File: src/rtl/fetch_decode_if.sv
// Bundle of fetch-side memory handshake, issue handshake to execute, and
// branch feedback from the ALU; master is the fetch/decode stage.
interface fetch_decode_if;
    logic        mem_req;
    logic [31:0] mem_addr;
    logic        mem_valid;
    logic [31:0] mem_rdata;
    logic        issue_valid;
    logic        issue_ready;
    logic [6:0]  opcode;
    logic [3:0]  ra_idx;
    logic [3:0]  rb_idx;
    logic        highlow;
    logic [15:0] value;
    logic [31:0] pc_out;
    logic        addrch;
    logic [31:0] naddr;
    logic        halted;
    logic [31:0] instr_count;

    modport master (
        output mem_req, mem_addr, issue_valid, opcode, ra_idx, rb_idx,
               highlow, value, pc_out, halted, instr_count,
        input  mem_valid, mem_rdata, issue_ready, addrch, naddr
    );

    modport slave (
        input  mem_req, mem_addr, issue_valid, opcode, ra_idx, rb_idx,
               highlow, value, pc_out, halted, instr_count,
        output mem_valid, mem_rdata, issue_ready, addrch, naddr
    );
endinterface

File: src/rtl/fetch_decode.sv
// Fetch/decode stage: fetches one word per request, holds it in IR, and
// offers its decoded fields to execute until accepted; branches redirect the PC.
module fetch_decode #(
    parameter logic [31:0] RESET_PC = 32'h0000_0000,
    parameter int unsigned PC_STEP  = 4,
    parameter logic [6:0]  HALT_OP  = 7'd127
) (
    input logic             clock,
    input logic             reset_n,
    fetch_decode_if.master  bus
);

    typedef enum logic [1:0] {
        FETCH  = 2'd0,
        ISSUE  = 2'd1,
        HALTED = 2'd2
    } state_t;

    state_t      state_q, state_d;
    logic [31:0] pc_q, pc_d;
    logic [31:0] ir_q, ir_d;
    logic [31:0] count_q, count_d;
    logic        run_q;

    // run_q keeps mem_req low until the first edge after reset is released
    always_ff @(posedge clock or negedge reset_n) begin
        if (!reset_n) begin
            state_q <= FETCH;
            pc_q    <= RESET_PC;
            ir_q    <= 32'h0;
            count_q <= 32'h0;
            run_q   <= 1'b0;
        end else begin
            state_q <= state_d;
            pc_q    <= pc_d;
            ir_q    <= ir_d;
            count_q <= count_d;
            run_q   <= 1'b1;
        end
    end

    always_comb begin
        state_d = state_q;
        pc_d    = pc_q;
        ir_d    = ir_q;
        count_d = count_q;
        case (state_q)
            FETCH: begin
                if (run_q && bus.mem_valid) begin
                    ir_d    = bus.mem_rdata;
                    state_d = (bus.mem_rdata[31:25] == HALT_OP) ? HALTED : ISSUE;
                end
            end
            ISSUE: begin
                if (bus.issue_ready) begin
                    count_d = count_q + 32'd1;
                    pc_d    = bus.addrch ? (bus.naddr & 32'hFFFF_FFFC)
                                         : (pc_q + 32'(PC_STEP));
                    state_d = FETCH;
                end
            end
            HALTED: begin
                state_d = HALTED;
            end
            default: begin
                state_d = FETCH;
            end
        endcase
    end

    assign bus.mem_req     = run_q && (state_q == FETCH);
    assign bus.mem_addr    = pc_q;
    assign bus.issue_valid = (state_q == ISSUE);
    assign bus.halted      = (state_q == HALTED);
    assign bus.opcode      = ir_q[31:25];
    assign bus.ra_idx      = ir_q[24:21];
    assign bus.rb_idx      = ir_q[20:17];
    assign bus.highlow     = ir_q[16];
    assign bus.value       = ir_q[15:0];
    assign bus.pc_out      = pc_q;
    assign bus.instr_count = count_q;

endmodule

File: src/flat_wrapper.sv
// flat-port wrapper written by rule: the top's interface ports become plain ports
module fetch_decode_flat 
#(
    parameter logic [31:0] RESET_PC = 32'h0000_0000,
    parameter int unsigned PC_STEP  = 4,
    parameter logic [6:0]  HALT_OP  = 7'd127
)
  (clock, reset_n, bus_mem_req, bus_mem_addr, bus_issue_valid, bus_opcode, bus_ra_idx, bus_rb_idx, bus_highlow, bus_value, bus_pc_out, bus_halted, bus_instr_count, bus_mem_valid, bus_mem_rdata, bus_issue_ready, bus_addrch, bus_naddr);
  fetch_decode_if bus_i ();
  input logic clock;
  input logic reset_n;
  output wire logic [$bits(bus_i.mem_req)-1:0] bus_mem_req;
  output wire logic [$bits(bus_i.mem_addr)-1:0] bus_mem_addr;
  output wire logic [$bits(bus_i.issue_valid)-1:0] bus_issue_valid;
  output wire logic [$bits(bus_i.opcode)-1:0] bus_opcode;
  output wire logic [$bits(bus_i.ra_idx)-1:0] bus_ra_idx;
  output wire logic [$bits(bus_i.rb_idx)-1:0] bus_rb_idx;
  output wire logic [$bits(bus_i.highlow)-1:0] bus_highlow;
  output wire logic [$bits(bus_i.value)-1:0] bus_value;
  output wire logic [$bits(bus_i.pc_out)-1:0] bus_pc_out;
  output wire logic [$bits(bus_i.halted)-1:0] bus_halted;
  output wire logic [$bits(bus_i.instr_count)-1:0] bus_instr_count;
  input wire logic [$bits(bus_i.mem_valid)-1:0] bus_mem_valid;
  input wire logic [$bits(bus_i.mem_rdata)-1:0] bus_mem_rdata;
  input wire logic [$bits(bus_i.issue_ready)-1:0] bus_issue_ready;
  input wire logic [$bits(bus_i.addrch)-1:0] bus_addrch;
  input wire logic [$bits(bus_i.naddr)-1:0] bus_naddr;
  assign bus_mem_req = bus_i.mem_req;
  assign bus_mem_addr = bus_i.mem_addr;
  assign bus_issue_valid = bus_i.issue_valid;
  assign bus_opcode = bus_i.opcode;
  assign bus_ra_idx = bus_i.ra_idx;
  assign bus_rb_idx = bus_i.rb_idx;
  assign bus_highlow = bus_i.highlow;
  assign bus_value = bus_i.value;
  assign bus_pc_out = bus_i.pc_out;
  assign bus_halted = bus_i.halted;
  assign bus_instr_count = bus_i.instr_count;
  assign bus_i.mem_valid = bus_mem_valid;
  assign bus_i.mem_rdata = bus_mem_rdata;
  assign bus_i.issue_ready = bus_issue_ready;
  assign bus_i.addrch = bus_addrch;
  assign bus_i.naddr = bus_naddr;
  fetch_decode #(.RESET_PC(RESET_PC), .PC_STEP(PC_STEP), .HALT_OP(HALT_OP)) u_core (.clock(clock), .reset_n(reset_n), .bus(bus_i));
endmodule
File: config.mk
export PLATFORM = sky130hd
export DESIGN_NAME = fetch_decode_flat
export DESIGN_NICKNAME = d
export VERILOG_FILES = /design/src/rtl/fetch_decode_if.sv /design/src/rtl/fetch_decode.sv /design/src/flat_wrapper.sv
export SDC_FILE = /design/constraint.sdc
export NUM_CORES = 1
export LEC_CHECK = 0
export BUFFER_PORTS_ARGS = -buffer_cell sky130_fd_sc_hd__buf_2
export CORE_UTILIZATION = 42
export CTS_CLUSTER_DIAMETER = 40
export DETAILED_ROUTE_END_ITERATION = 7
export HOLD_SLACK_MARGIN = 0.08
export PLACE_DENSITY_LB_ADDON = 0.12
export SLEW_MARGIN = 20
export SYNTH_ARGS = -nofsm -noshare
export SYNTH_HDL_FRONTEND = slang
export SYNTH_SLANG_ARGS = --single-unit
File: constraint.sdc
create_clock -name clock -period 2.15 [get_ports clock]
set_input_delay 0.3225 -clock clock [delete_from_list [all_inputs] [get_ports clock]]
set_output_delay 0.3225 -clock clock [all_outputs]
set_load 0.01 [all_outputs]
; ---- Word-level counts from Yosys, hierarchy flattened
; Cells that the tools add are included.
[word_totals]
reg_bits = 99
inputBits = 69
out_inout_bits = 131
wordCells = 23
[op_classes]
n_addsub = 2
n_eq_ne = 5
n_mux = 5
reduce_logical = 6
[ops]
columns = op, n
row1 = $add 32x1->32 const B, 1
row2 = $add 32x3->32 const B, 1
row3 = $mux 32, 1
row4 = $eq 7x7->1 const B, 1
row5 = $mux 2, 3
row6 = $pmux 2 s3, 1
row7 = $reduce_and 2->1, 3
row8 = $ne 2x1->1 const B, 2
row9 = $eq 2x1->1 const B, 1
row10 = $eq 2x2->1 const B, 1
row11 = $logic_and 1x1->1, 2
row12 = $logic_not 2->1, 1

; ---- Logic depth before layout (Yosys ltp)
[logic_depth]
depth_word = 4
ltp_mapped = 7
mapped_depth_nobuf = 6

; ---- Least setup slack after synthesis
; OpenSTA, ideal clock, no wires.
[synth_timing]
path_kind = register -> register
startpoint = reg u_core.pc_q[8] (netlist: u_core.bus.mem_addr[8])
endpoint = reg u_core.pc_q[24] (netlist: u_core.bus.mem_addr[24])
setup_ps = 135
arrival_time_ps = 1735
required_time_ps = 2015
slack_ps = 280
path_stages_with_launch = 7
path_buffers = 1
period_less_slack_ps = 1870
path_cell_list = dfrtp_1 -> nand4_4 -> or2_1 -> buf_6 -> or3_4 -> o311ai_2 -> nand3_1
[synth_between]
elab_chain_len = 2
[synth_rtl]
columns = item, line
row1 = "start, declared", fetch_decode.sv:20  ; logic [31:0] pc_q, pc_d;
row2 = "start signal, assigned", fetch_decode.sv:35  ; pc_q <= pc_d;
row3 = $add 32x3->32, fetch_decode.sv:58  ; : (pc_q + 32'(PC_STEP));
row4 = $mux 32, fetch_decode.sv:57  ; pc_d = bus.addrch ? (bus.naddr & 32'hFFFF_FFFC)
; No other way between the ends.
; A chain may end at the register's enable or synchronous reset.

; ---- Worst setup path after layout
[layout_timing]
startpoint = reg u_core.pc_q[2] (netlist: u_core.bus.mem_addr[2])
endpoint = reg u_core.pc_q[24] (netlist: u_core.bus.mem_addr[24])
; The elaborated chain is that of the path after synthesis.

==> reports/metrics.yaml <==
sta:
  worst_slew_pin_slew_ps: 527
  finalSetupViolations: 0
  slew_headroom: 0.649
  finalWorstSetupSlack_ps: 147
  whs_ps: 205
  grt_setup_unrepaired: "no"
  layout_worst_path_cycle_share: 0.932
  fin_skew_ps: 5.21
  clock.fmax_ghz: 0.499
  fin_setup_tns_ps: 0
  drv_slew: 0
  layout_min_cycle_time_ps: 2000
  finalHoldViolCount: 0
routing:
  firstDrtPassIters: 7
  viasPerCell: 5.24
  drtIter0Drc: 213
  drt-total-wl_microns: 12400
  drc: 12
  drt-wirelength-per-cell_microns: 15.2
  vias: 4274
  ant_nets: 0
logic_synthesis:
  avgSynthCellArea_sq_um: 10.1
  synth_seq_cells: 97
  syn-instance-count: 497
  netlist.area_leader.share: 0.483
  synthDistinctLibCells: 56
  synth_area_sq_mm: 0.00503
  async_flop_share: 1.00
  synth_flop_cell: "dfrtp_1"
  yosys_warnings: 0
  synth_edf_count: 0
  synth_area_leaders: "dfrtp_1 48%, mux2_2 7.2%, buf_4 5.1%"
  yosysSeqAreaShare: 0.483
  synth_area_leader_cell: "dfrtp_1"
finish:
  diodes: 0
  finalNonFillerCells: 815
  syn_to_final_growth_pct: 26.1
  multi_input_area_sq_mm: 0.00224
  drive_above_1_share: 0.406
  fillers: 1054
  ff_latch_area_sq_mm: 0.00243
  fin_nets: 739
setup_path:
  end_kind: "flip-flop"
  r2r-start: "u_core.bus.mem_addr[2]"
  cp-start-kind: "flip-flop"
  rr_worst_depth: 6
  crit_fanout: 7
  required_ps: 2370
  worst_ep_arrival_time_ps: 2220
  critPathKind: "reg2reg"
  crit_slowest_cell: "dfrtp_1"
  path_cells: "ha_1, nand4_1, or2_2, or3_4, o311ai_2, nand3_1"
  crit_path_max_incr_delay_ps: 460
  startpoint: "u_core.bus.mem_addr[2]"
  reg2reg_slack_ps: 150
  critPathCapture: "u_core.bus.mem_addr[24]"
  worstReg2RegEnd: "u_core.bus.mem_addr[24]"
pwr:
  p_per_area_mw_per_mm2: 897
  vdd_drop_max_uv: 533
  power.leakage_nw: 3.05
clock_tree:
  tritoncts: "done"
  clock_sinks: 97
  path_clk_slew_ps: 60
  cts_buffers: 9
  cts.path.max_buffers: 2
  postCtsSetupBuffers: 0
  clock-root-buffer: "clkbuf_16"
  clk_latency_ps: 340
  h-tree-depth: 3
grt:
  grt_max_degree: 39
  grt_first_pass_wirelength_microns: 20400
  grt_usage: 0.209
  antenna_found_initial: 0
  first_global_vias: 4109
  grt_overflow: 0
floorplan:
  initial_core_util: 0.435
  coreArea_sq_mm: 0.0116
  die_y_microns: 111
  rows: 39
  die-area_sq_mm: 0.0124
  die_w_microns: 111
  ios: 200
status:
  violations: "design-rule violations"
  outcome: "complete, but fails checks"
flow_run:
  cap_viol_max_count: 0
place:
  dpl.hpwl_microns: 9240
  io_buffer_count: 193
  post-place-ws_ps: 185
  place_inst: 799
  gp_congestion: 0.813
hold_path:
  hold_class: "in2reg"
## state kept, by name, indices dropped and copies added (netlist names)
| name | count |
|---|---|
| u_core.bus.mem_addr | 30 |
| u_core.state_q | 2 |
| u_core.ir_q | 32 |
| u_core.bus.instr_count | 32 |
| u_core.run_q | 1 |
## synthesized netlist by cell type (3+ instances only)
| cell type | number |
|---|---|
| dfrtp_1 | 97 |
| nand2_1 | 43 |
| buf_4 | 34 |
| nor2_1 | 34 |
| mux2_2 | 32 |
| nand3_1 | 30 |
| o21ai_0 | 26 |
| xnor2_1 | 21 |
| a21oi_1 | 18 |
| nand4_1 | 16 |
| clkbuf_1 | 14 |
| nor3_1 | 14 |
| xor2_1 | 10 |
| nor4_1 | 9 |
| a211oi_1 | 7 |
| and3_1 | 7 |
| inv_1 | 7 |
| a31oi_1 | 6 |
| and4_1 | 6 |
| buf_2 | 6 |
| or3_1 | 6 |
| or2_2 | 4 |
| a22oi_1 | 3 |
| and2_1 | 3 |
| mux2i_1 | 3 |
| nor3b_1 | 3 |
| nor4_2 | 3 |
## metrics by stage
stage | util | cell area, sq um | power, mW
6_report | 0.548 | 6340 | 5.68
5_1_grt | 0.548 | 6340 | 6.00
4_1_cts | 0.547 | 6330 | 5.75
3_5_place_dp | 0.519 | 6000 | 4.00
3_3_place_gp | 0.519 | 6000 | 3.97
2_1_floorplan | - | 5040 | 3.42
## power by group
| part | switching, mW | internal, mW |
|---|---|---|
| clock network | 0.679 | 1.05 |
| logic | 0.789 | 0.683 |
| registers | 0.348 | 2.14 |
| total | 1.82 | 3.87 |
## what timing repair did
item | CTS | global route
hold endpoints to repair | 34 | 0
gates resized for setup | 0 | 1
setup endpoints to repair | 0 | 1
hold buffers | 1 | 0
## worst max-delay path: cells and delay by family, from the launching register on
family,cells,cell delay (ps)
adders and majority gates,1,260
and+or+nand+nor,4,940
DFF,1,460
AOI/OAI and AO/OA,1,210
## cells by family after synthesis
group                    Yosys count  synth area share
XOR/XNOR                          31            0.0540
other                              2           0.00149
adder cells (fa/ha/maj)            2           0.00498
multiplexers                      35            0.0777
buffers and inverters             63            0.0754
AND/OR/NAND/NOR                  189             0.206
AO/OA/AOI/OAI                     78            0.0978
flip-flops                        97             0.483
## routing by layer
metal	GRT usage	wire, microns
met1	0.272	5520
met2	0.343	6140
met3	0.0386	546
met4	0.0874	174
met5	0	0
## placed cells by master, fill, tap and decap left out, drive strengths merged, types with 3 or more instances in the layout
cell / synthesis / layout
a211oi: 7 / 7
a21oi: 18 / 18
a22oi: 3 / 3
a31oi: 6 / 6
and2: 3 / 3
and3: 7 / 7
and4: 6 / 6
buf: 42 / 212
clkbuf: 14 / 11
conb: 2 / 5
dfrtp: 97 / 97
inv: 7 / 7
mux2: 32 / 32
mux2i: 3 / 3
nand2: 43 / 43
nand3: 30 / 30
nand4: 17 / 17
nor2: 34 / 34
nor3: 14 / 14
nor3b: 3 / 3
nor4: 14 / 14
o21ai: 26 / 26
or2: 5 / 5
or3: 7 / 7
xnor2: 21 / 21
xor2: 10 / 10
## final cells by class
class                   count  area share
repair buffers            213       0.181
inverters                   7     0.00415
well taps                 143      0.0282
flip-flops and latches     97       0.383
clock inverters             4      0.0122
clock buffers              11      0.0383
multi-input cells         340       0.353
## worst min-delay path by stage
stage                      start                         end  slack [ps]  cells past startpoint
3_3_place_gp             reset_n  u_core.bus.instr_count[16]         340                      1
4_1_cts         bus_mem_rdata[7]              u_core.ir_q[7]         190                      2
6_report        bus_mem_rdata[1]              u_core.ir_q[1]         200                      2
3_5_place_dp             reset_n  u_core.bus.instr_count[16]         340                      1
5_1_grt        bus_mem_rdata[23]             u_core.ir_q[23]         200                      2
2_1_floorplan            reset_n   u_core.bus.instr_count[0]          30                      0
No activity file was read; power rests on OpenSTA's default activity.
